<file path="config.mk">
export PLATFORM = sky130hd
export DESIGN_NAME = morse_symbol_capture
export DESIGN_NICKNAME = d
export VERILOG_FILES = /design/src/rtl/morse_symbol_capture.sv
export SDC_FILE = /design/constraint.sdc
export NUM_CORES = 1
export LEC_CHECK = 0
export ABC_AREA = 1
export BUFFER_PORTS_ARGS = -buffer_cell sky130_fd_sc_hd__buf_2
export CORE_ASPECT_RATIO = 2
export CORE_MARGIN = 2
export CORE_UTILIZATION = 63
export DETAILED_ROUTE_END_ITERATION = 10
export PLACE_DENSITY = 0.81
export SYNTH_ARGS = -nofsm -noshare
export SYNTH_HDL_FRONTEND = slang
export SYNTH_SLANG_ARGS = --single-unit
export TNS_END_PERCENT = 5
</file>
<file path="constraint.sdc">
create_clock -name clk -period 2.3 [get_ports clk]
set_input_delay 0.23 -clock clk [delete_from_list [all_inputs] [get_ports clk]]
set_output_delay 0.23 -clock clk [all_outputs]
set_load 0.02 [all_outputs]
</file>
<file path="src/rtl/morse_symbol_capture.sv">
// Morse keyer front end: synchronises and debounces the dot/dash buttons,
// collects elements into a word and hands the word downstream over valid/ready.
// Optional ASCII letter decode of the held word: define MORSE_LETTER_DECODE_EN.
module morse_symbol_capture #(
    parameter int unsigned MAX_SYMS     = 4,
    parameter int unsigned DEBOUNCE_CYC = 500000,
    parameter int unsigned GAP_CYC      = 9000000,
    parameter int unsigned CNT_W        = 32
) (
    input  logic                            clk,
    input  logic                            rst,
    input  logic                            button1,
    input  logic                            button2,
    output logic [MAX_SYMS-1:0]             sym_bits,
    output logic [$clog2(MAX_SYMS+1)-1:0]   sym_len,
    output logic                            sym_valid,
    input  logic                            sym_ready,
    output logic                            overflow,
    output logic                            busy,
    output logic [7:0]                      letter
);

    localparam int unsigned LEN_W = $clog2(MAX_SYMS + 1);

    typedef enum logic [1:0] {IDLE, COLLECT, HOLD} state_t;

    // Index 0 is the dot key, index 1 the dash key; all levels active-low.
    logic [1:0]       raw_c;
    logic [1:0]       sync1;
    logic [1:0]       sync2;
    logic [1:0]       db;
    logic [1:0]       ev;
    logic [CNT_W-1:0] dcnt [2];

    assign raw_c = {button2, button1};

    // Two-flop synchroniser, stable-count debouncer and press-event pulse per key.
    always_ff @(posedge clk) begin
        if (rst) begin
            sync1 <= '1;
            sync2 <= '1;
            db    <= '1;
            ev    <= '0;
            for (int i = 0; i < 2; i++) dcnt[i] <= '0;
        end else begin
            sync1 <= raw_c;
            sync2 <= sync1;
            for (int i = 0; i < 2; i++) begin
                ev[i] <= 1'b0;
                if (sync2[i] != db[i]) begin
                    if (dcnt[i] == CNT_W'(DEBOUNCE_CYC - 1)) begin
                        db[i]   <= sync2[i];
                        dcnt[i] <= '0;
                        ev[i]   <= ~sync2[i];
                    end else begin
                        dcnt[i] <= dcnt[i] + CNT_W'(1);
                    end
                end else begin
                    dcnt[i] <= '0;
                end
            end
        end
    end

    state_t           state;
    state_t           state_n;
    logic [MAX_SYMS-1:0] bits_n;
    logic [LEN_W-1:0] len_n;
    logic             valid_n;
    logic             ovf_n;
    logic [CNT_W-1:0] gap_cnt;
    logic [CNT_W-1:0] gap_n;
    logic             press_c;
    logic             dash_c;
    logic             both_rel_c;

    // Simultaneous events on both keys cancel each other.
    assign press_c    = ev[0] ^ ev[1];
    assign dash_c     = ev[1];
    assign both_rel_c = &db;

    // Next-state and next-word logic.
    always_comb begin
        state_n = state;
        bits_n  = sym_bits;
        len_n   = sym_len;
        valid_n = sym_valid;
        ovf_n   = overflow;
        gap_n   = gap_cnt;
        unique case (state)
            IDLE: begin
                if (press_c) begin
                    bits_n  = MAX_SYMS'(dash_c);
                    len_n   = LEN_W'(1);
                    gap_n   = '0;
                    state_n = COLLECT;
                end
            end
            COLLECT: begin
                if (press_c && (sym_len < LEN_W'(MAX_SYMS))) begin
                    bits_n = sym_bits | (MAX_SYMS'(dash_c) << sym_len);
                    len_n  = sym_len + LEN_W'(1);
                end
                if (!both_rel_c) begin
                    gap_n = '0;
                end else if (gap_cnt < CNT_W'(GAP_CYC)) begin
                    gap_n = gap_cnt + CNT_W'(1);
                end
                if ((gap_cnt == CNT_W'(GAP_CYC)) ||
                    ((sym_len == LEN_W'(MAX_SYMS)) && both_rel_c)) begin
                    state_n = HOLD;
                    valid_n = 1'b1;
                end
            end
            HOLD: begin
                if (sym_valid && sym_ready) begin
                    state_n = IDLE;
                    bits_n  = '0;
                    len_n   = '0;
                    gap_n   = '0;
                    ovf_n   = 1'b0;
                    valid_n = 1'b0;
                end else if (press_c) begin
                    ovf_n = 1'b1;
                end
            end
            default: state_n = IDLE;
        endcase
    end

    // State and output registers.
    always_ff @(posedge clk) begin
        if (rst) begin
            state     <= IDLE;
            sym_bits  <= '0;
            sym_len   <= '0;
            sym_valid <= 1'b0;
            overflow  <= 1'b0;
            gap_cnt   <= '0;
            busy      <= 1'b0;
        end else begin
            state     <= state_n;
            sym_bits  <= bits_n;
            sym_len   <= len_n;
            sym_valid <= valid_n;
            overflow  <= ovf_n;
            gap_cnt   <= gap_n;
            busy      <= (state_n != IDLE);
        end
    end

`ifdef MORSE_LETTER_DECODE_EN
    // International Morse table; element 0 is bit 0, dash = 1.
    function automatic logic [7:0] decode(input logic [MAX_SYMS-1:0] b,
                                          input logic [LEN_W-1:0] l);
        logic [7:0] e;
        logic [7:0] l8;
        logic [7:0] r;
        e  = 8'(b);
        l8 = 8'(l);
        r  = 8'h3F;
        if ((l8 != 8'd0) && (l8 <= 8'd4)) begin
            case ({l8[2:0], e[3:0]})
                {3'd1, 4'b0000}: r = 8'h45; // E
                {3'd1, 4'b0001}: r = 8'h54; // T
                {3'd2, 4'b0010}: r = 8'h41; // A
                {3'd2, 4'b0000}: r = 8'h49; // I
                {3'd2, 4'b0011}: r = 8'h4D; // M
                {3'd2, 4'b0001}: r = 8'h4E; // N
                {3'd3, 4'b0001}: r = 8'h44; // D
                {3'd3, 4'b0011}: r = 8'h47; // G
                {3'd3, 4'b0101}: r = 8'h4B; // K
                {3'd3, 4'b0111}: r = 8'h4F; // O
                {3'd3, 4'b0010}: r = 8'h52; // R
                {3'd3, 4'b0000}: r = 8'h53; // S
                {3'd3, 4'b0100}: r = 8'h55; // U
                {3'd3, 4'b0110}: r = 8'h57; // W
                {3'd4, 4'b0001}: r = 8'h42; // B
                {3'd4, 4'b0101}: r = 8'h43; // C
                {3'd4, 4'b0100}: r = 8'h46; // F
                {3'd4, 4'b0000}: r = 8'h48; // H
                {3'd4, 4'b1110}: r = 8'h4A; // J
                {3'd4, 4'b0010}: r = 8'h4C; // L
                {3'd4, 4'b0110}: r = 8'h50; // P
                {3'd4, 4'b1011}: r = 8'h51; // Q
                {3'd4, 4'b1000}: r = 8'h56; // V
                {3'd4, 4'b1001}: r = 8'h58; // X
                {3'd4, 4'b1101}: r = 8'h59; // Y
                {3'd4, 4'b0011}: r = 8'h5A; // Z
                default:         r = 8'h3F;
            endcase
        end
        return r;
    endfunction

    // Letter is registered alongside sym_valid and is zero while no word is held.
    always_ff @(posedge clk) begin
        if (rst) begin
            letter <= 8'h00;
        end else begin
            letter <= valid_n ? decode(bits_n, len_n) : 8'h00;
        end
    end
`else
    assign letter = 8'h00;
`endif

endmodule

</file>
==> results.toml <==
[run_status]
status = "completed"

[sta]
relSlewSlack_pct = 62.2
setup_viol = 0
min_period_over_period_pct = 90.5
worst_pin_slew_ns = 0.562
rsz0062_at_grt = "no"
fin_hold_ws_ns = 0.0168
hold_viol_final = 0
final.setup.tns_ns = 0
skew_ns = 0.0108
slew_violations = 0
fmax_mhz = 481
fin_crit_ns = 2.08

[yosys]
synth.distinct_cells = 47
synth.ff_latch_count = 116
ys_top_cells_by_area = "edfxtp_1 26%, dfxtp_1 14%, nand2_1 13%, inv_1 7.9%, nor2_1 7.4%"
ys.flop_type = "edfxtp_1"
synth_top_cells_by_count = "249 x nand2_1, 156 x inv_1, 147 x nor2_1, 91 x nand3_1, 64 x edfxtp_1"
synth_edf_count = 64
synth_area_mm2 = 0.00741
yosysSeqAreaShare_pct = 40.0
synth_top_area_share_pct = 25.9
yosys_warnings = 0
synth.most_common_cell = "nand2_1"
synth_async_sr_flop_share_pct = 0
syn_avg_cell_area_um2 = 7.09
synthCells = 1045
yosysTopAreaCell = "edfxtp_1"

[power]
p_sw_mw = 1.18
switching_share_pct = 22.3
p_int_mw = 4.12
p_per_area_mw_per_mm2 = 626
combinationalPowerShare_pct = 3.6
p_clk_share_pct = 53.0
seqPwrFrac_pct = 43.4
totalPowerFinal_mw = 5.30
irDropWorstVdd_uv = 527
leakage_nw = 3.61

[cells_and_area]
drive_gt1_share_pct = 9.56
n_antenna_cell = 0
nets = 1143
area_growth_pct = 14.2

[place]
hpwlAfterDp_um = 13100
gp_congestion = 0.988
io_buffers = 14

[critical_path]
critPathArrivalTime_ns = 2.23
cp-start-kind = "flip-flop"
end_kind = "flip-flop"
worstPathRequired_ns = 2.45
critical_path_class = "flip-flop to flip-flop"
crit_fanout = 21

[global_route]
overflow = 0
grt_max_degree = 33
grt_pass1_vias = 6846
grt_antenna_before_repair = 0
grt_pass1_wl_um = 30000
grt_usage_pct = 30.6

[cts]
cts_buffers = 17
cts_tree = "done"
clock_path_buffers = 2
cts.clk_slew.worst_paths_ns = 0.05
post_cts_buffers = 0
worst_skew_pair.late_latency_ns = 0.41
root_buffer = "clkbuf_16"
cts_sinks = 116
htree_levels = 4

[route]
drt_iter0_drc = 420
drc = 0
drt-total-wl_um = 18000
antenna_left = 0
dr.pass1.iters = 8
viasPerCell = 5.40
wl_per_cell_um = 14.0
vias = 6933

[floorplan]
die_w_um = 80.7
die_h_um = 157
core_area_mm2 = 0.0116
row_count = 56
start_util_pct = 63.7
dieArea_mm2 = 0.0127
io_pins = 23

[worst_hold_path]
hold_class = "input pin to flip-flop"

[flow_run]
drv_cap = 0
-- sequential cells by signal, summed over array words and instances (netlist names) --
signal,count
busy,1
db,2
dcnt,64
ev,2
gap_cnt,32
overflow,1
state,2
sym_bits,4
sym_len,3
sym_valid,1
sync1,2
sync2,2
-- cell type report --
| type | instances | area, um2 |
|---|---|---|
| Clock buffer | 25 | 564 |
| Clock inverter | 7 | 77.6 |
| Fill cell | 1006 | 3170 |
| Inverter | 160 | 608 |
| Tap cell | 145 | 181 |
| Timing Repair Buffer | 25 | 184 |
| Multi-Input combinational cell | 807 | 3880 |
| Sequential cell | 116 | 2960 |
-- placed cells by master (no fill, tap or decap), types with 2 or more instances in the layout --
cell type,instances
nand2_1,249
nor3b_1,5
nand3b_1,6
nor2_2,21
nor3_1,39
nor2_1,146
inv_4,2
or2_0,2
o21ai_0,20
nor4_1,17
buf_2,14
nand3_2,2
xor2_1,20
clkbuf_16,21
xnor2_1,4
clkbuf_8,2
or2_2,9
conb_1,72
inv_2,3
buf_4,7
dfxtp_1,52
buf_12,2
nand2_2,7
inv_1,156
clkinv_4,4
nand4_1,31
edfxtp_1,64
a21oi_1,32
nor3_2,4
nand3_1,91
and3_1,2
ha_1,11
o211ai_1,3
-- final timing paths --
check | startpoint | to | slack, ns | cells past startpoint
setup reg to reg | dcnt[1][0] | dcnt[1][4] | 0.22 | 9
hold reg to reg | sync1[1] | sync2[1] | 0.41 | 1
hold / removal | button2 | sync1[1] | 0.02 | 2
setup / recovery | dcnt[1][0] | dcnt[1][4] | 0.22 | 9
-- layer usage --
layer	global-route usage, %	vias up	share of wire [%]
met5	0	-	0
met2	56.9	205	55
met3	5.10	78	3.7
met1	30.2	3186	36
li1	-	3464	-
met4	19.4	0	5.8
-- repair_timing --
item                                    4_1_cts  5_1_grt
endpoints found under the hold margin         1        0
endpoints found under the setup margin        0       25
resized for setup                             0        2
hold buffers                                  1        0
-- power groups by stage --
stage	Clock, mW	Sequential, mW	Combinational [mW]
2_1_floorplan	0	2.32	0.157
3_3_place_gp	0	2.34	0.179
3_5_place_dp	0	2.34	0.181
4_1_cts	2.82	2.30	0.185
5_1_grt	2.91	2.31	0.218
6_report	2.81	2.30	0.191
-- cells by family (layout without fill, tap and decap cells) --
logic type	after synthesis	count (layout)	share of synthesized area [%]
adder cells (fa/ha/maj)	11	11	1.86
AND/OR/NAND/NOR	638	638	39.3
XOR/XNOR	24	24	2.84
flip-flops	116	116	40.0
buffers and inverters	192	217	11.2
AO/OA/AOI/OAI	62	62	4.75
other	2	72	0.101
-- per-stage QoR --
step | util (%) | cells | setup WS [ns] | area [um2]
after global routing | 72.7 | 1285 | 0.0554 | 8460
after detailed placement | 67.1 | 1252 | 0.241 | 7800
after floorplan | - | 1115 | 0.575 | 7670
after CTS | 72.7 | 1285 | 0.0842 | 8450
final | 72.7 | 1285 | 0.220 | 8460
after global placement | 67.1 | 1252 | 0.377 | 7800
-- worst max-delay path: stages, from the launching register on --
cell and delay (ns):
edfxtp_1 0.37, ha_1 0.17, nand2_1 0.08, nor2_2 0.18, nand4_1 0.14, nor3_1 0.18
nand4_1 0.21, nand2_1 0.19, buf_6 0.21, a21oi_1 0.07
Power figures use the tool's default switching activity.
